### src/rtl/instr_sequencer_pkg.sv
// ---------------------------------------------------------------------------
// InstrSequencer shared package
//
// Purpose : common types and constants for the instruction sequencer slice.
//           Holds the FSM state enumeration, the memory opcode constants and
//           the halt instruction encoding.
// Contents: seqState_t, OP_STORE, OP_LOAD, HALT_INSTR
// ---------------------------------------------------------------------------
package instr_sequencer_pkg;

    typedef enum logic [2:0] {
        IDLE  = 3'd0,
        FETCH = 3'd1,
        EXEC  = 3'd2,
        MEM   = 3'd3,
        WB    = 3'd4,
        HALT  = 3'd5
    } seqState_t;

    localparam logic [2:0] OP_STORE   = 3'b110;
    localparam logic [2:0] OP_LOAD    = 3'b111;
    localparam logic [8:0] HALT_INSTR = 9'h1FF;

endpackage

### src/rtl/instr_sequencer_if.sv
// ---------------------------------------------------------------------------
// InstrSequencer bus interface
//
// Purpose : groups every non-clock/reset signal of the sequencer.
// Signals : start_i         one-cycle start pulse
//           instruction_i   9-bit ROM data at address pc_o
//           branchTaken_i   branch decision (used in EXEC)
//           branchTarget_i  branch next-PC (used in EXEC)
//           memAck_i        data memory completion
//           pc_o            instruction fetch address
//           ir_o            latched instruction
//           memReq_o        data memory request
//           memWe_o         data memory write qualifier
//           regWrEn_o       register file write strobe
//           busy_o          executing (FETCH/EXEC/MEM/WB)
//           done_o          halted
//           err_o           memory handshake timeout flag
// Modports: master (environment side), slave (sequencer side)
// ---------------------------------------------------------------------------
interface instr_sequencer_if #(
    parameter int PC_W = 10
);

    logic            start_i;
    logic [8:0]      instruction_i;
    logic            branchTaken_i;
    logic [PC_W-1:0] branchTarget_i;
    logic            memAck_i;
    logic [PC_W-1:0] pc_o;
    logic [8:0]      ir_o;
    logic            memReq_o;
    logic            memWe_o;
    logic            regWrEn_o;
    logic            busy_o;
    logic            done_o;
    logic            err_o;

    modport master (
        output start_i, instruction_i, branchTaken_i, branchTarget_i, memAck_i,
        input  pc_o, ir_o, memReq_o, memWe_o, regWrEn_o, busy_o, done_o, err_o
    );

    modport slave (
        input  start_i, instruction_i, branchTaken_i, branchTarget_i, memAck_i,
        output pc_o, ir_o, memReq_o, memWe_o, regWrEn_o, busy_o, done_o, err_o
    );

endinterface

### src/rtl/seq_watchdog.sv
// ---------------------------------------------------------------------------
// SeqWatchdog - data memory handshake timeout counter
//
// Purpose : counts MEM cycles spent waiting for an acknowledge and flags the
//           cycle in which the count reaches LIMIT. Only present when the
//           MEM_TIMEOUT_EN macro is defined; otherwise this file is empty.
// Ports   : clk        clock
//           rst_n      asynchronous active-low reset
//           clear_i    restart the count (asserted before entering MEM)
//           count_i    a MEM cycle without acknowledge
//           expired_o  this cycle's increment reaches LIMIT
// ---------------------------------------------------------------------------
`ifdef MEM_TIMEOUT_EN
module seq_watchdog #(
    parameter int LIMIT = 15
) (
    input  logic clk,
    input  logic rst_n,
    input  logic clear_i,
    input  logic count_i,
    output logic expired_o
);

    localparam int CNT_W = $clog2(LIMIT + 1);

    logic [CNT_W-1:0] count_q;
    logic [CNT_W-1:0] count_d;

    // Expiry is flagged combinationally so the sequencer leaves MEM at the
    // end of the cycle whose increment would reach LIMIT.
    assign expired_o = count_i && (count_q == CNT_W'(LIMIT - 1));

    // Clear wins over counting; the two are never requested together.
    always_comb begin
        count_d = count_q;
        if (clear_i) begin
            count_d = '0;
        end else if (count_i) begin
            count_d = count_q + 1'b1;
        end
    end

    always_ff @(posedge clk or negedge rst_n) begin
        if (!rst_n) begin
            count_q <= '0;
        end else begin
            count_q <= count_d;
        end
    end

endmodule
`endif

### src/rtl/instr_sequencer.sv
// ---------------------------------------------------------------------------
// InstrSequencer - multi-cycle instruction sequencer
//
// Purpose : steps each instruction through FETCH, EXEC and then MEM and/or
//           WB, driving Moore strobes for data memory and register file.
//           Instruction 9'h1FF halts; opcode 110 is a store, 111 a load,
//           everything else an ALU op.
// Ports   : clk    rising-edge clock
//           rst_n  asynchronous active-low reset
//           bus    instr_sequencer_if.slave (start, instruction, branch,
//                  memory handshake, PC/IR and status outputs)
// Options : MEM_TIMEOUT_EN - when defined, a seq_watchdog aborts a MEM wait
//           after MEM_TO cycles, sets err_o and halts. When undefined, MEM
//           waits indefinitely and err_o is tied low.
// ---------------------------------------------------------------------------
module instr_sequencer
    import instr_sequencer_pkg::*;
#(
    parameter int PC_W   = 10,
    parameter int MEM_TO = 15
) (
    input  logic           clk,
    input  logic           rst_n,
    instr_sequencer_if.slave bus
);

    seqState_t       state_q, state_d;
    logic [PC_W-1:0] pc_q, pc_d;
    logic [PC_W-1:0] pcNext_q, pcNext_d;
    logic [8:0]      ir_q, ir_d;
    logic            isStore;
    logic            isMemOp;
    logic            startAccept;
    logic            memTimeout;

    assign isStore     = (ir_q[8:6] == OP_STORE);
    assign isMemOp     = isStore || (ir_q[8:6] == OP_LOAD);
    assign startAccept = bus.start_i && ((state_q == IDLE) || (state_q == HALT));

`ifdef MEM_TIMEOUT_EN
    logic wdClear;
    logic wdCount;
    logic err_q;

    // MEM is only ever entered from EXEC, so clearing there restarts the
    // count for every new memory access.
    assign wdClear = (state_q == EXEC);
    assign wdCount = (state_q == MEM) && !bus.memAck_i;

    seq_watchdog #(
        .LIMIT(MEM_TO)
    ) uWatchdog (
        .clk      (clk),
        .rst_n    (rst_n),
        .clear_i  (wdClear),
        .count_i  (wdCount),
        .expired_o(memTimeout)
    );

    // Error flag is sticky until the next accepted start.
    always_ff @(posedge clk or negedge rst_n) begin
        if (!rst_n) begin
            err_q <= 1'b0;
        end else if (startAccept) begin
            err_q <= 1'b0;
        end else if (memTimeout) begin
            err_q <= 1'b1;
        end
    end

    assign bus.err_o = err_q;
`else
    assign memTimeout = 1'b0;
    assign bus.err_o  = 1'b0;
`endif

    // Next-state logic. The pending next-PC is captured in EXEC and only
    // committed to the PC when the instruction retires (store ack or WB),
    // so the PC keeps pointing at the executing instruction meanwhile.
    always_comb begin
        state_d  = state_q;
        pc_d     = pc_q;
        pcNext_d = pcNext_q;
        ir_d     = ir_q;
        unique case (state_q)
            IDLE, HALT: begin
                if (startAccept) begin
                    pc_d    = '0;
                    state_d = FETCH;
                end
            end
            FETCH: begin
                ir_d    = bus.instruction_i;
                state_d = EXEC;
            end
            EXEC: begin
                pcNext_d = bus.branchTaken_i ? bus.branchTarget_i : pc_q + 1'b1;
                if (ir_q == HALT_INSTR) begin
                    state_d = HALT;
                end else if (isMemOp) begin
                    state_d = MEM;
                end else begin
                    state_d = WB;
                end
            end
            MEM: begin
                if (bus.memAck_i) begin
                    if (isStore) begin
                        pc_d    = pcNext_q;
                        state_d = FETCH;
                    end else begin
                        state_d = WB;
                    end
                end else if (memTimeout) begin
                    state_d = HALT;
                end
            end
            WB: begin
                pc_d    = pcNext_q;
                state_d = FETCH;
            end
            default: begin
                state_d = IDLE;
            end
        endcase
    end

    always_ff @(posedge clk or negedge rst_n) begin
        if (!rst_n) begin
            state_q  <= IDLE;
            pc_q     <= '0;
            pcNext_q <= '0;
            ir_q     <= '0;
        end else begin
            state_q  <= state_d;
            pc_q     <= pc_d;
            pcNext_q <= pcNext_d;
            ir_q     <= ir_d;
        end
    end

    // Moore outputs decoded from the registered state only.
    assign bus.pc_o      = pc_q;
    assign bus.ir_o      = ir_q;
    assign bus.memReq_o  = (state_q == MEM);
    assign bus.memWe_o   = (state_q == MEM) && isStore;
    assign bus.regWrEn_o = (state_q == WB);
    assign bus.busy_o    = (state_q == FETCH) || (state_q == EXEC) ||
                           (state_q == MEM)   || (state_q == WB);
    assign bus.done_o    = (state_q == HALT);

endmodule
### src/flat_wrapper.sv
// flat-port wrapper written by rule: the top's interface ports become plain ports
module instr_sequencer_flat import instr_sequencer_pkg::*;
#(
    parameter int PC_W   = 10,
    parameter int MEM_TO = 15
)
  (clk, rst_n, bus_start_i, bus_instruction_i, bus_branchTaken_i, bus_branchTarget_i, bus_memAck_i, bus_pc_o, bus_ir_o, bus_memReq_o, bus_memWe_o, bus_regWrEn_o, bus_busy_o, bus_done_o, bus_err_o);
  instr_sequencer_if #(.PC_W(PC_W)) bus_i ();
  input  logic clk;
  input  logic rst_n;
  input wire logic [$bits(bus_i.start_i)-1:0] bus_start_i;
  input wire logic [$bits(bus_i.instruction_i)-1:0] bus_instruction_i;
  input wire logic [$bits(bus_i.branchTaken_i)-1:0] bus_branchTaken_i;
  input wire logic [$bits(bus_i.branchTarget_i)-1:0] bus_branchTarget_i;
  input wire logic [$bits(bus_i.memAck_i)-1:0] bus_memAck_i;
  output wire logic [$bits(bus_i.pc_o)-1:0] bus_pc_o;
  output wire logic [$bits(bus_i.ir_o)-1:0] bus_ir_o;
  output wire logic [$bits(bus_i.memReq_o)-1:0] bus_memReq_o;
  output wire logic [$bits(bus_i.memWe_o)-1:0] bus_memWe_o;
  output wire logic [$bits(bus_i.regWrEn_o)-1:0] bus_regWrEn_o;
  output wire logic [$bits(bus_i.busy_o)-1:0] bus_busy_o;
  output wire logic [$bits(bus_i.done_o)-1:0] bus_done_o;
  output wire logic [$bits(bus_i.err_o)-1:0] bus_err_o;
  assign bus_i.start_i = bus_start_i;
  assign bus_i.instruction_i = bus_instruction_i;
  assign bus_i.branchTaken_i = bus_branchTaken_i;
  assign bus_i.branchTarget_i = bus_branchTarget_i;
  assign bus_i.memAck_i = bus_memAck_i;
  assign bus_pc_o = bus_i.pc_o;
  assign bus_ir_o = bus_i.ir_o;
  assign bus_memReq_o = bus_i.memReq_o;
  assign bus_memWe_o = bus_i.memWe_o;
  assign bus_regWrEn_o = bus_i.regWrEn_o;
  assign bus_busy_o = bus_i.busy_o;
  assign bus_done_o = bus_i.done_o;
  assign bus_err_o = bus_i.err_o;
  instr_sequencer #(.PC_W(PC_W), .MEM_TO(MEM_TO)) u_core (.clk(clk), .rst_n(rst_n), .bus(bus_i));
endmodule
### config.mk
export PLATFORM = sky130hd
export DESIGN_NAME = instr_sequencer_flat
export DESIGN_NICKNAME = d
export VERILOG_FILES = /design/src/rtl/instr_sequencer_pkg.sv /design/src/rtl/instr_sequencer_if.sv /design/src/rtl/seq_watchdog.sv /design/src/rtl/instr_sequencer.sv /design/src/flat_wrapper.sv
export SDC_FILE = /design/constraint.sdc
export NUM_CORES = 1
export LEC_CHECK = 0
export BUFFER_PORTS_ARGS = -buffer_cell sky130_fd_sc_hd__buf_2
export CAP_MARGIN = 0
export CORE_MARGIN = 4
export CORE_UTILIZATION = 35
export DETAILED_ROUTE_END_ITERATION = 16
export GPL_ROUTABILITY_DRIVEN = 0
export PLACE_DENSITY = 0.68
export SYNTH_ARGS = -nofsm -noshare
export SYNTH_HDL_FRONTEND = slang
export SYNTH_HIERARCHICAL = 1
export SYNTH_SLANG_ARGS = --single-unit
### constraint.sdc
create_clock -name clk -period 4.2 [get_ports clk]
set_input_delay 0.63 -clock clk [delete_from_list [all_inputs] [get_ports clk]]
set_output_delay 0.63 -clock clk [all_outputs]
set_load 0.01 [all_outputs]
---- Word-level counts from Yosys, hierarchy flattened ----
Index checks and enable logic that the tools add are counted.
operators by class
  $add $sub $neg .......................... 1
  eq/ne operators ......................... 11
  muxes and demuxes ....................... 11
  reduce and logical (&&, ||, !) cells .... 12
operators with widths
  operator                 count
  $mux W10                 4
  $pmux W10 S3             1
  $mux W3                  5
  $pmux W3 S5              1
  $eq A3 B3 Y1 const B     4
  $add A10 B1 Y10 const B  1
  $eq A9 B9 Y1 const B     1
  $eq A3 B2 Y1 const B     2
  $logic_or A1 B1 Y1       5
  $ne A2 B1 Y1 const B     2
  $reduce_and A4 Y1        1
  $eq A3 B1 Y1 const B     1
  $logic_not A3 Y1         1
  $reduce_bool A3 Y1       1
  $logic_and A1 B1 Y1      2
  $ne A2 B2 Y1 const B     1
  $reduce_and A2 Y1        1
  $reduce_or A2 Y1         1
word-level totals
  register bits ........................... 32
  input port bits ......................... 24
  output and inout bits ................... 25
  word-level logic and storage cells ...... 39

---- Logic depth before layout (Yosys ltp) ----
Gate-level depths: netlist (run 1).
  depth after elaboration ................. 5
  gate-level depth with buffers ........... 6
  depth with buffers taken out ............ 5

---- Worst setup path before layout (run 1) ----
Ideal clock, no wire load.
  path type ............................... input -> register
  start point ............................. input port bus_start_i
  end point ............................... register u_core.pc_q[0] (netlist: u_core/bus.pc_o[0])
  setup time .............................. 0.079 ns
  arrival ................................. 1.593 ns
  required time ........................... 4.121 ns
  path slack .............................. 2.527 ns
  stages .................................. 5
  path buffers ............................ 1
  cells stage by stage .................... or4_1 > o311a_1 > o21ai_2 > buf_6 > mux2i_1
on the way
  longest elaborated chain between the ends .. 3
RTL lines
  what                                line                    source
  from (decl)                         flat_wrapper.sv:11      input wire logic [$bits(bus_i.start_i)-1:0] bus_start_i;
  $logic_and A1 B1 Y1                 instr_sequencer.sv:38   assign startAccept = bus.start_i && ((state_q == IDLE) || (state_q == HALT));
  $ne A2 B1 Y1 (no source line)       n/a
  $reduce_and A4 Y1 (no source line)  n/a
  to (signal assigned)                instr_sequencer.sv:136  pc_q <= pc_d;
  to (decl)                           instr_sequencer.sv:28   logic [PC_W-1:0] pc_q, pc_d;
No other way between the ends.
A chain may end at the register's enable or synchronous reset.

---- Final worst setup path (run 1) ----
  start point ............................. register u_core.state_q[1]
  end point ............................... output port bus_memWe_o
on the way
  longest elaborated chain between the ends .. 2
RTL lines
  what                    line                    source
  from (decl)             instr_sequencer.sv:27   seqState_t state_q, state_d;
  from (signal assigned)  instr_sequencer.sv:135  state_q <= state_d;
  $eq A3 B2 Y1            instr_sequencer.sv:146  assign bus.memWe_o = (state_q == MEM) && isStore;
  $logic_and A1 B1 Y1     instr_sequencer.sv:146
  to (decl)               flat_wrapper.sv:19      output wire logic [$bits(bus_i.memWe_o)-1:0] bus_memWe_o;
No other way between the ends.

==> results of run 1 <==
-- power by group through the flow --
| stage | clock network, µW | logic, µW | registers [µW] |
|---|---|---|---|
| floorplan | 0 | 482 | 580 |
| global placement | 0 | 647 | 591 |
| detailed placement | 0 | 654 | 593 |
| CTS | 327 | 653 | 588 |
| global route | 340 | 722 | 618 |
| finish | 318 | 647 | 588 |
-- path summary, 6_finish.rpt --
path                                     from            endpoint  slack [ns]
setup / recovery            u_core/state_q[1]         bus_memWe_o        1.98
hold / removal                          rst_n  u_core/bus.pc_o[5]        0.39
setup reg to reg            u_core/state_q[1]  u_core/pcNext_q[6]        2.02
hold reg to reg            u_core/pcNext_q[2]  u_core/pcNext_q[2]        0.49
max in group asynchronous               rst_n   u_core/state_q[2]        3.35
min in group clk           u_core/pcNext_q[2]  u_core/pcNext_q[2]        0.49
-- metal layers --
| layer | up-vias | global-route usage | share of wire |
|---|---|---|---|
| li1 | 678 | - | - |
| met1 | 629 | 0.1844 | 0.45 |
| met2 | 45 | 0.2133 | 0.47 |
| met3 | 5 | 0.03944 | 0.063 |
| met4 | 0 | 0.04270 | 0.015 |
| met5 | - | 0 | 0 |
-- cell usage after synthesis, types with 2 or more instances --
cell,n,area share
a21o_1,2,0.0089
a21oi_1,9,0.027
and3_1,3,0.011
buf_2,4,0.012
buf_4,2,0.0089
clkbuf_1,2,0.0044
dfrtp_1,32,0.47
inv_1,11,0.024
mux2_2,9,0.060
mux2i_1,13,0.077
nand2_1,20,0.044
nand2b_1,2,0.0074
nand3_1,6,0.018
nand4_1,3,0.011
nor2_1,14,0.031
nor3_1,2,0.0059
o211ai_1,2,0.0089
o21ai_0,4,0.012
o21ai_1,3,0.0089
o22ai_1,3,0.011
xnor2_1,9,0.047
-- stage by stage --
step	cells	util
after floorplan	172	-
after global placement	264	0.4139
after detailed placement	264	0.4139
after CTS	272	0.4408
after global routing	272	0.4408
final	272	0.4408
-- sequential cells by signal, indices dropped and copies added (netlist names) --
name	flops
u_core/bus.pc_o	10
u_core/bus.ir_o	9
u_core/pcNext_q	10
u_core/state_q	3
-- worst max-delay path: cells and delay by family (launching register included) --
kind / cells / cell delay (ns)
AND/OR/NAND/NOR: 2 / 0.51
flip-flops: 1 / 0.60
buffers and inverters: 1 / 0.20
-- cell families after synthesis --
| kind of cell | Yosys count | synth area share |
|---|---|---|
| compound gates | 28 | 0.1020 |
| simple gates | 58 | 0.1737 |
| fa+ha+maj | 1 | 0.007390 |
| buf+inv | 21 | 0.05839 |
| xor+xnor | 9 | 0.04657 |
| flops | 32 | 0.4730 |
| other cells | 1 | 0.002215 |
| mux | 22 | 0.1367 |
-- cell type report --
class	count	share of cell area
Sequential cell	32	0.3872
Multi-Input combinational cell	119	0.3835
Timing Repair Buffer	47	0.1137
Clock buffer	7	0.04658
Tap cell	54	0.03267
Inverter	12	0.02178
Clock inverter	1	0.01452
==> results.txt, run 1 <==
The flow ran to the end, and the final reports show no timing, DRC or antenna violations. The via count is around 1400. The tightest min-delay check is of the input port to async pin type. The fraction of power consumed by sequential logic came out at 0.379. Entering global routing, the biggest net connects 33 pins. The maximum frequency from static timing analysis is roughly 0.45 GHz. The number of antenna violations at the first check in global routing came to 0. The post-CTS setup buffer count came out at 0. The net switching share of the total power came out at 0.3822. The post-detailed-placement cell area is around 1900 µm². The power consumption is roughly 1600 µW. The total area of multi-input combinational cells is about 790 µm². For this design the ratio of total power to cell area is ~750 nW/µm². The via count of the first global-routing pass is between 1000 and 1500. The number of primary I/O pins came out at between 40 and 50.

The share of power burned in the clock network is 0.205. The later pin in the worst-skew pair is clocked with a latency of 0.28 ns. Clock skew on the completed layout was measured at 0.006978 ns. The highest cell delay on the worst timing path is around 0.60 ns.

The most used flip-flop cell after synthesis is dfrtp_1. The vertical die dimension is roughly 78 µm. Across the run, the number of max-cap violations was 0. The TritonCTS buffer count is 5.

The share of total power in combinational logic is 0.417. The critical path startpoint category is a flip-flop. The aggregate negative setup slack came out at 0 ns.

The critical path in this run is classified as flip-flop to output port. Summed over all nets, the switching power comes to just under 600 µW. The sum of net half-perimeters after detailed placement is 2.795 mm.

The fraction of layout cells with a size suffix above 1 is 0.3119. The maximum VDD drop is roughly 300 µV. The post-route cell area came out at slightly above 2000 µm². Leaving out fill and tap cells, the most frequent cell in the layout is buf_2. The number of different library cells used by synthesis comes to 38. The yosys synthesis warning count is 6. Setup repair after global routing left no endpoint under its margin. The starting density of the core is 0.3608. CTS built an H-tree with a depth of 2. The worst-case setup margin in the final layout came out at roughly 2.0 ns. In this run the mean area of a mapped cell was 9.842 µm². The number of buffers on the longest clock path came out at 2. The number of fill cells in the layout came out at 469. The worst hold-check slack is ~0.39 ns. The synthesized instance count came out at roughly 170. The count of flip-flops with a built-in enable after synthesis is 0. The largest individual stage delay along the critical path comes from the cell dfrtp_1. The number of design-rule violations left by the first detailed-router iteration is approximately 110. The number of nets in the synthesized netlist came out at a little under 200. The width of the chip is about 78 µm. The wire length of the first global-routing pass came out at 6.541 mm. The number of hold-slack violations in the final timing report came out at 0.

The critical path arrival is ~1.6 ns. Leaving out fill and tap cells, the most frequent cells in the layout are buf_2 (47), dfrtp_1 (32), nand2_1 (20), nor2_1 (14), mux2i_1 (13). The number of sinks on the clock net is 32.

The register area is between 800 and 900 µm². The endpoint required time on the critical path came out at approximately 3.6 ns. Input and output buffers added on the ports amount to 47. The worst setup slack before clock tree synthesis came out at slightly above 2 ns. The via density per instance is about 5.0.

The repair_antennas step left the layout with diodes totalling 0. TritonCTS built the clock tree. The first detailed-routing pass ran for 4 iterations. In this run the static leakage power is 0.001007 µW. The flop and latch count out of synthesis came out at 32. The largest driver fanout on the critical path is 13.

In the final design database the tool counted 242 nets. The number of hold buffers added after CTS was 0. The remaining max-slew budget at the tightest pin came out at 0.2797. CTS placed an instance of clkbuf_8 at the clock tree root. The transition time of the tightest slew-check pin came out at between 1 and 1.5 ns. The count of cells resized by post-cts repair came out at 0. For this run, the total global-route usage over all layers was measured as 0.1372. The clock-pin slew reported for the worst setup and hold paths after clock tree synthesis is around 0.070 ns. The share of synthesized area occupied by flip-flops and latches is 0.4730. Summing every instance area after synthesis gives ~1700 µm². The average routed wire per standard cell is 13.78 µm. The leftover overflow at the end of global routing came out at 0. The count of antenna-violating nets left after detailed routing came out at 0. The endpoint kind of the worst setup timing path is an output port. The max-slew violation count came out at 0.

The total wire length came out at roughly 3.7 mm. The critical path goes through nand2_1, nor4_2, buf_2. The logic depth of the worst register-to-register path is 4. The number of placement rows is 25.

The total setup violations reported at the end of the flow is 0. The internal power contribution came out at between 900 and 1000 µW. The area growth from synthesis to layout came out at 22.17%. The minimum clock period after layout came out at about 2.2 ns. The area of the core is approximately 4700 µm².

The count of unresolved DRC violations after routing came out at 0. The die covers 6013 µm². The async set or reset register ratio after synthesis is 1.000. The final critical-path share of the clock period came out at 0.5294.
Note: power is estimated with default switching activity, not from simulation.
==> run 2, diff against run 1 <==
==> constraint.sdc (replaced) <==
create_clock -name clk -period 2.1 [get_ports clk]
set_input_delay 0.315 -clock clk [delete_from_list [all_inputs] [get_ports clk]]
set_output_delay 0.315 -clock clk [all_outputs]
set_load 0.01 [all_outputs]
==> run 2 against run 1 <==
Global-route usage increased by 0.064 points; cell area down 0.42%; sequential power grew 94%; worst hold slack got worse by 0.32 ns; sequential share of layout area grew 0.16 points; register-to-register slack worse by 1.8 ns; first-iteration DRC count is 2.7% higher; combinational power increased by 110%; highest routed layer unchanged.
==> results.txt, run 2 (synthesized netlist as in run 1, its figures left out) <==
The count of buffer and inverter cells on the critical path is 2 (+1). The worst setup slack before clock tree synthesis was 0.2713 ns (-1.757 ns). The cell family contributing the most delay on the critical path is flip-flops. The starting density of the core is 0.3608 (unchanged). The total routing usage reported by global routing came out at 0.1378 (+0.0006382). The power consumption came out at 2979 µW (+92%). The count of cells resized by post-cts repair came out at 0 (unchanged).

The wire length of the first global-routing pass came out at 6.561 mm (+0.31%). The max-cap check violation count came out at 0 (unchanged). Setup repair after global routing left no endpoint under its margin. The top cell types in the final layout, fill and taps aside, are buf_2 (47), dfrtp_1 (32), nand2_1 (20), nor2_1 (14), mux2i_1 (13). The number of hold-slack violations in the final timing report is 0 (unchanged). The worst setup path is of the flip-flop to output port kind. The critical path arrival is 1.56 ns (-0.03 ns). The placed instance count came out at 268 (+1.5%). The max-slew violation count is 0 (unchanged).

The worst clock skew is 0.01005 ns (+0.003070 ns). The share of total power in combinational logic is 0.462 (+0.045). The net switching share of the total power came to 0.4073 (+0.02513).

The number of fill cells in the layout came out at 485 (+3.4%). The transition time of the tightest slew-check pin was 0.7287 ns (-0.3436 ns). The number of buffers inserted by port buffering came out at 47 (unchanged).

The total area of multi-input combinational cells is 793.3 µm² (unchanged). The final cell count without fillers is 276 (+1.5%). The net count of the finished layout is 246 (+1.7%). Static timing analysis puts the maximum clock frequency at roughly 0.53 GHz. The via count of the first global-routing pass came out at 1372 (+3.5%).

The critical path startpoint category is a flip-flop. The number of design-rule violations left by the first detailed-router iteration is 116 (+2.7%). The TritonCTS buffer count is 5 (unchanged). The fraction of layout cells with a size suffix above 1 was 0.3243 (+0.01240).

The share of power burned in the clock network is 0.156 (-0.049). The count of unresolved DRC violations after routing is 0 (unchanged). The total die area is 6013 µm² (unchanged). The core occupancy in the finished layout was 0.4389 (-0.001867).

The worst-case setup margin in the final layout is 0.2267 ns (-1.750 ns). The H-tree depth reported by CTS is 2 (unchanged). The internal power contribution came out at 1765 µW (+84%). The clock tree root driver cell is clkbuf_8. The most frequent standard cell in the layout excluding fill and tap cells is buf_2. The switching power summed over all nets is 1213 µW (+100%). The area growth from synthesis to layout is 21.66%. The number of cells on the critical path came out at 4 (+1). The logic depth of the worst register-to-register path is 4 (unchanged). The largest driver fanout on the critical path came to 7 (-6). The area of the core was 4692 µm² (unchanged). The number of antenna violations at the first check in global routing came out at 0 (unchanged).

The vertical die dimension came to 77.55 µm (unchanged). The via density per instance came to 4.993 (about the same). The total wire length is 3.775 mm (+0.72%).

The final critical-path share of the clock period is 0.8921. The highest cell delay on the worst timing path came to 0.44 ns (-0.16 ns). The number of placement rows is 25 (unchanged). The min-delay analysis places its worst path in the category input port to async pin.

The hold buffer count at CTS was 0 (unchanged). The signal on the critical path passes through buf_4, nand2_1, nor4_2, buf_2. The average routed wire per standard cell came out at 13.68 µm (-0.74%). The via count came out at 1378 (+1.5%). The sum of net half-perimeters after detailed placement was 2.850 mm (+2.0%).

The leftover overflow at the end of global routing is 0 (unchanged). The minimum clock period after layout is about 1.9 ns. The fraction of power consumed by sequential logic is 0.382 (+0.003). The total setup violations reported at the end of the flow is 0 (unchanged). For this design, the slowest cell found on the critical path is dfrtp_1. The number of iterations in the first detailed-routing pass came to 4 (unchanged).

The post-CTS setup buffer count is 0 (unchanged). The number of primary I/O pins is 49 (unchanged). The count of antenna-violating nets left after detailed routing is 0 (unchanged). The maximum VDD drop was 722.3 µV (+140%). The endpoint required time on the critical path is 1.78 ns (-1.79 ns).

The clock-pin slew reported for the worst setup and hold paths after clock tree synthesis is 0.08 ns (about the same). The endpoint kind of the worst setup timing path is an output port. The aggregate negative setup slack came out at 0 ns (unchanged). The antenna diode instance count is 0 (unchanged). The power per unit of standard cell area is 1446 nW/µm² (+93%). The static leakage came out at 0.001011 µW (+0.42%).

The register area came out at 800.8 µm² (unchanged). TritonCTS built the clock tree. The flow ran to the end, and the final reports show no timing, DRC or antenna violations. The remaining max-slew budget at the tightest pin came out at 0.5141 (+0.2345).

The pin count of the biggest net entering global routing came out at 33 (unchanged). The number of buffers on the longest clock path is 2 (unchanged). The clock insertion delay at the later pin of the skew report came out at 0.28 ns (about the same). The number of sinks on the clock net is 32 (unchanged). The width of the chip is 77.55 µm (unchanged).
-- run 2: final cells by class --
class / instances / share of cell area
Tap cell: 54 / 0.03281
Clock buffer: 5 / 0.03341
Sequential cell: 32 / 0.3888
Timing Repair Buffer: 51 / 0.1288
Clock inverter: 3 / 0.009113
Inverter: 12 / 0.02187
Multi-Input combinational cell: 119 / 0.3852
-- run 2: metrics by stage --
step | area, µm² | hold WS (ns)
global route | 2059 | 0.1332
CTS | 2059 | 0.1011
floorplan | 1693 | 0.01941
detailed placement | 1972 | 0.4159
finish | 2059 | 0.07516
global placement | 1972 | 0.4211
-- run 2: final timing paths --
| check | startpoint | endpoint | slack [ns] |
|---|---|---|---|
| worst min-delay path | rst_n | u_core/pcNext_q[6] | 0.08 |
| worst min register to register | u_core/pcNext_q[2] | u_core/pcNext_q[2] | 0.50 |
| worst max-delay path | u_core/state_q[1] | bus_memWe_o | 0.23 |
| worst max register to register | u_core/state_q[0] | u_core/bus.pc_o[3] | 0.25 |
| max in group asynchronous | rst_n | u_core/bus.ir_o[7] | 1.55 |
| min in group clk | bus_instruction_i[2] | u_core/bus.ir_o[2] | 0.26 |
-- run 2: power groups by stage --
stage / registers [µW] / logic (µW) / clock network (µW)
CTS: 1140 / 1400 / 476
finish: 1140 / 1380 / 465
global route: 1180 / 1540 / 510
global placement: 1140 / 1370 / 0
detailed placement: 1150 / 1390 / 0
floorplan: 1160 / 963 / 0
-- run 2: layer usage --
metal | up-vias | GRT usage | routed length [µm]
li1 | 691 | - | -
met1 | 651 | 0.1760 | 1822
met2 | 30 | 0.2202 | 1722
met3 | 6 | 0.03944 | 160
met4 | 0 | 0.05338 | 69
met5 | - | 0 | 0
==> run 3, diff against run 2 <==
--- a/config.mk
+++ b/config.mk
@@ -5,13 +5,14 @@
 export SDC_FILE = /design/constraint.sdc
 export NUM_CORES = 1
 export LEC_CHECK = 0
+export ABC_AREA = 1
 export BUFFER_PORTS_ARGS = -buffer_cell sky130_fd_sc_hd__buf_2
 export CAP_MARGIN = 0
 export CORE_MARGIN = 4
 export CORE_UTILIZATION = 35
 export DETAILED_ROUTE_END_ITERATION = 16
 export GPL_ROUTABILITY_DRIVEN = 0
-export PLACE_DENSITY = 0.68
+export PLACE_DENSITY = 0.67
 export SYNTH_ARGS = -nofsm -noshare
 export SYNTH_HDL_FRONTEND = slang
 export SYNTH_HIERARCHICAL = 1
==> run 3 against run 2 <==
Global-route usage grew 1.6 points; maximum frequency rose by 5.3%; register-to-register slack improved by 0.36 ns; largest cell class is now multi-input gates; highest routed layer unchanged; clock power shrank 5.4%.
==> results.txt, run 3 <==
The number of different library cells in the post-synthesis netlist came out at 31 (-18%). The number of primary I/O pins is 49 (unchanged). The count of flip-flops with a built-in enable after synthesis came out at 0 (unchanged). The number of hold-slack violations in the final timing report came to 0 (unchanged). The tree is rooted in a clkbuf_8. The area of the mapped netlist came out at 1804 µm² (+6.6%). The total setup violations reported at the end of the flow came out at 0 (unchanged). The number of iterations in the first detailed-routing pass came out at 4 (unchanged). The count of unresolved DRC violations after routing came out at 0 (unchanged). The area share of the largest cell type after synthesis is 0.4438 (-0.02919).

The H-tree depth reported by CTS came out at 2 (unchanged). The number of placement rows is 25 (unchanged). The count of cells resized by post-cts repair is 0 (unchanged).

The yosys synthesis warning count is 6 (unchanged). The total die area is 6367 µm² (+5.9%). The critical path arrival came out at 1.46 ns (-0.10 ns). The largest total area in the synthesized netlist belongs to dfrtp_1. The number of sinks on the clock net came out at 32 (unchanged).

The total routing usage reported by global routing is 0.1539 (+0.01612). The power per unit of standard cell area came out at 1390 nW/µm² (-3.9%). The placed instance count came to 335 (+25%). The critical path startpoint category is a flip-flop.

The logic depth of the worst register-to-register path came out at 8 (+4). The library cell used most frequently in the layout, excluding fill and tap cells, is nand2_1. The remaining max-slew budget at the tightest pin is 0.5243 (+0.01019). The most common cell in the synthesized netlist is nand2_1.

The slack of the worst reg-to-reg path is 0.61 ns (+0.36 ns). The starting density of the core is 0.3721 (+0.01133). The via density per instance is 4.661 (-6.6%). The number of buffers on the longest clock path was 2 (unchanged). The aggregate negative setup slack was 0 ns (unchanged). The maximum frequency from static timing analysis was 0.5619 GHz (+5.3%). The pin count of the biggest net entering global routing came out at 33 (unchanged). Sorting the synthesized cells by how often they occur yields nand2_1 (64), dfrtp_1 (32), nor2_1 (28), inv_1 (24), nand3_1 (20). Relative to the synthesized area, the layout overhead comes to 19.21%. The hold buffer count at CTS came out at 0 (unchanged). The flop and latch count out of synthesis came to 32 (unchanged).

The via count is 1594 (+16%). The critical path class is flip-flop to output port. The transition time of the tightest slew-check pin came out at 0.7135 ns (-0.01519 ns). The clock insertion delay at the later pin of the skew report is 0.29 ns (about the same). Among all flip-flop cells after synthesis, the most frequent one is dfrtp_1. The share of synthesized area occupied by flip-flops and latches is 0.4438 (-0.02919). In this run the critical register-to-register path is launched from u_core/state_q[0]. The width of the chip is 79.80 µm (+2.9%).

The area of the core came out at 4848 µm² (+3.3%). The run finished with clean final reports. The via count of the first global-routing pass is 1607 (+17%).

The worst setup path is captured at an output port. The mean cell area of the mapped netlist is 7.983 µm² (-19%). The worst setup slack before clock tree synthesis is 0.5943 ns (+0.3231 ns).

Setup repair after global routing left no endpoint under its margin. The leftover overflow at the end of global routing came out at 0 (unchanged). TritonCTS built the clock tree. The most critical setup path has its startpoint at u_core/state_q[0]. The final cell count without fillers came out at 342 (+24%). The worst hold path belongs to the class input port to async pin.

The number of buffers inserted by port buffering was 47 (unchanged). The number of antenna violations at the first check in global routing is 0 (unchanged). The clock-pin slew reported for the worst setup and hold paths after clock tree synthesis is 0.06 ns (-0.02 ns).

The largest driver fanout on the critical path is 12 (+5). The post-CTS setup buffer count is 0 (unchanged). The maximum VDD drop is 783.7 µV (+8.5%).

The average routed wire per standard cell is 12.61 µm (-7.8%). The final critical-path share of the clock period came out at 0.8475 (-0.04455). By area the synthesized netlist is led by dfrtp_1 (44%), nand2_1 (13%), nor2_1 (5.8%). In the layout the commonest cells are nand2_1 (64), buf_2 (47), dfrtp_1 (32), nor2_1 (28), inv_1 (24). The antenna diode instance count is 0 (unchanged). The total wire length came to 4.311 mm (+14%). The core occupancy in the finished layout was 0.4436 (+0.004680). The max-cap check violation count is 0 (unchanged). The synthesized instance count is 226 (+31%).

The static leakage came to 0.001153 µW (+14%). The sum of net half-perimeters after detailed placement came out at 3.191 mm (+12%). The number of design-rule violations left by the first detailed-router iteration came to 68 (-41%). The fraction of layout cells with a size suffix above 1 is 0.2909 (-0.03342). The count of antenna-violating nets left after detailed routing was 0 (unchanged). The minimum clock period after layout is 1.780 ns (-0.09355 ns). The async set or reset register ratio after synthesis came out at 1.000 (unchanged). The worst clock skew came out at 0.004264 ns (-0.005784 ns). The wire length of the first global-routing pass is 7.521 mm (+15%). The endpoint required time on the critical path came out at 1.78 ns (about the same). The max-slew violation count is 0 (unchanged). The worst-case setup margin in the final layout came out at 0.3202 ns (+0.09355 ns).

The vertical die dimension came out at 79.80 µm (+2.9%). The net count of the finished layout came out at 300 (+22%). The TritonCTS buffer count came out at 5 (unchanged). The number of nets in the synthesized netlist is 251 (+27%). In this run the critical register-to-register path is captured at u_core/state_q[2].
==> run 3: cell count changes in the layout (fill, tap and decap cells not counted), sizes merged, moves of 5 or more <==
cell,previous run,this run
a21oi,9,4
inv,12,27
mux2i,13,0
nand2,20,69
nand3,6,24
nor2,14,32
xnor2,9,2
==> run 3: critical path, cell delays in order, from the launching register on <==
cell and delay, ns:
dfrtp_1 0.54, nand3_2 0.30, o2111ai_1 0.16, buf_2 0.17
==> run 3: how the worst max path moves through the flow <==
| stage | to | slack, ns | cells past startpoint |
|---|---|---|---|
| 4_1_cts | bus_busy_o | 0.28 | 3 |
| 6_report | bus_busy_o | 0.32 | 3 |
| 3_3_place_gp | bus_busy_o | 0.62 | 3 |
| 2_1_floorplan | bus_busy_o | 0.79 | 5 |
| 5_1_grt | bus_busy_o | 0.13 | 3 |
| 3_5_place_dp | bus_busy_o | 0.59 | 3 |
==> run 3: cell families after synthesis <==
logic type | share of synthesized area
muxes | 0.04993
xor gates and xnor gates | 0.009711
and+or+nand+nor | 0.3197
adders and majority gates | 0.006934
other | 0.002078
DFF | 0.4438
AOI/OAI and AO/OA | 0.07559
buffers and inverters | 0.09223
==> run 3: cell type report <==
cell class                 instances  area (µm²)
fill                             513        2698
multi-input combinational        160       837.1
sequential                        32       800.8
timing repair buffer              49       250.2
inverter                          27       101.3
tap                               67       83.83
clock buffer                       6       72.57
clock inverter                     1       5.005
==> run 3: routing by layer <==
| metal | wire (µm) | part of all wire | GRT usage |
|---|---|---|---|
| met5 | 0 | 0 | 0 |
| met2 | 1875 | 0.43 | 0.2229 |
| met4 | 78 | 0.018 | 0.06926 |
| met3 | 380 | 0.088 | 0.05305 |
| met1 | 1976 | 0.46 | 0.2066 |
==> run 3: power by group <==
| part | internal [µW] | leakage [µW] | switching, µW | total (µW) |
|---|---|---|---|---|
| clock network | 225 | 0.0000410 | 216 | 440 |
| registers | 896 | 0.000401 | 246 | 1140 |
| logic | 562 | 0.000710 | 846 | 1410 |
==> run 3: stage by stage <==
| step | hold slack (ns) | power [µW] | cell area (µm²) |
|---|---|---|---|
| finish | 0.07514 | 2990 | 2151 |
| global route | 0.1447 | 3283 | 2151 |
| detailed placement | 0.4208 | 2566 | 2073 |
| CTS | 0.1145 | 3018 | 2151 |
| global placement | 0.4124 | 2539 | 2073 |
| floorplan | 0.01941 | 2169 | 1804 |
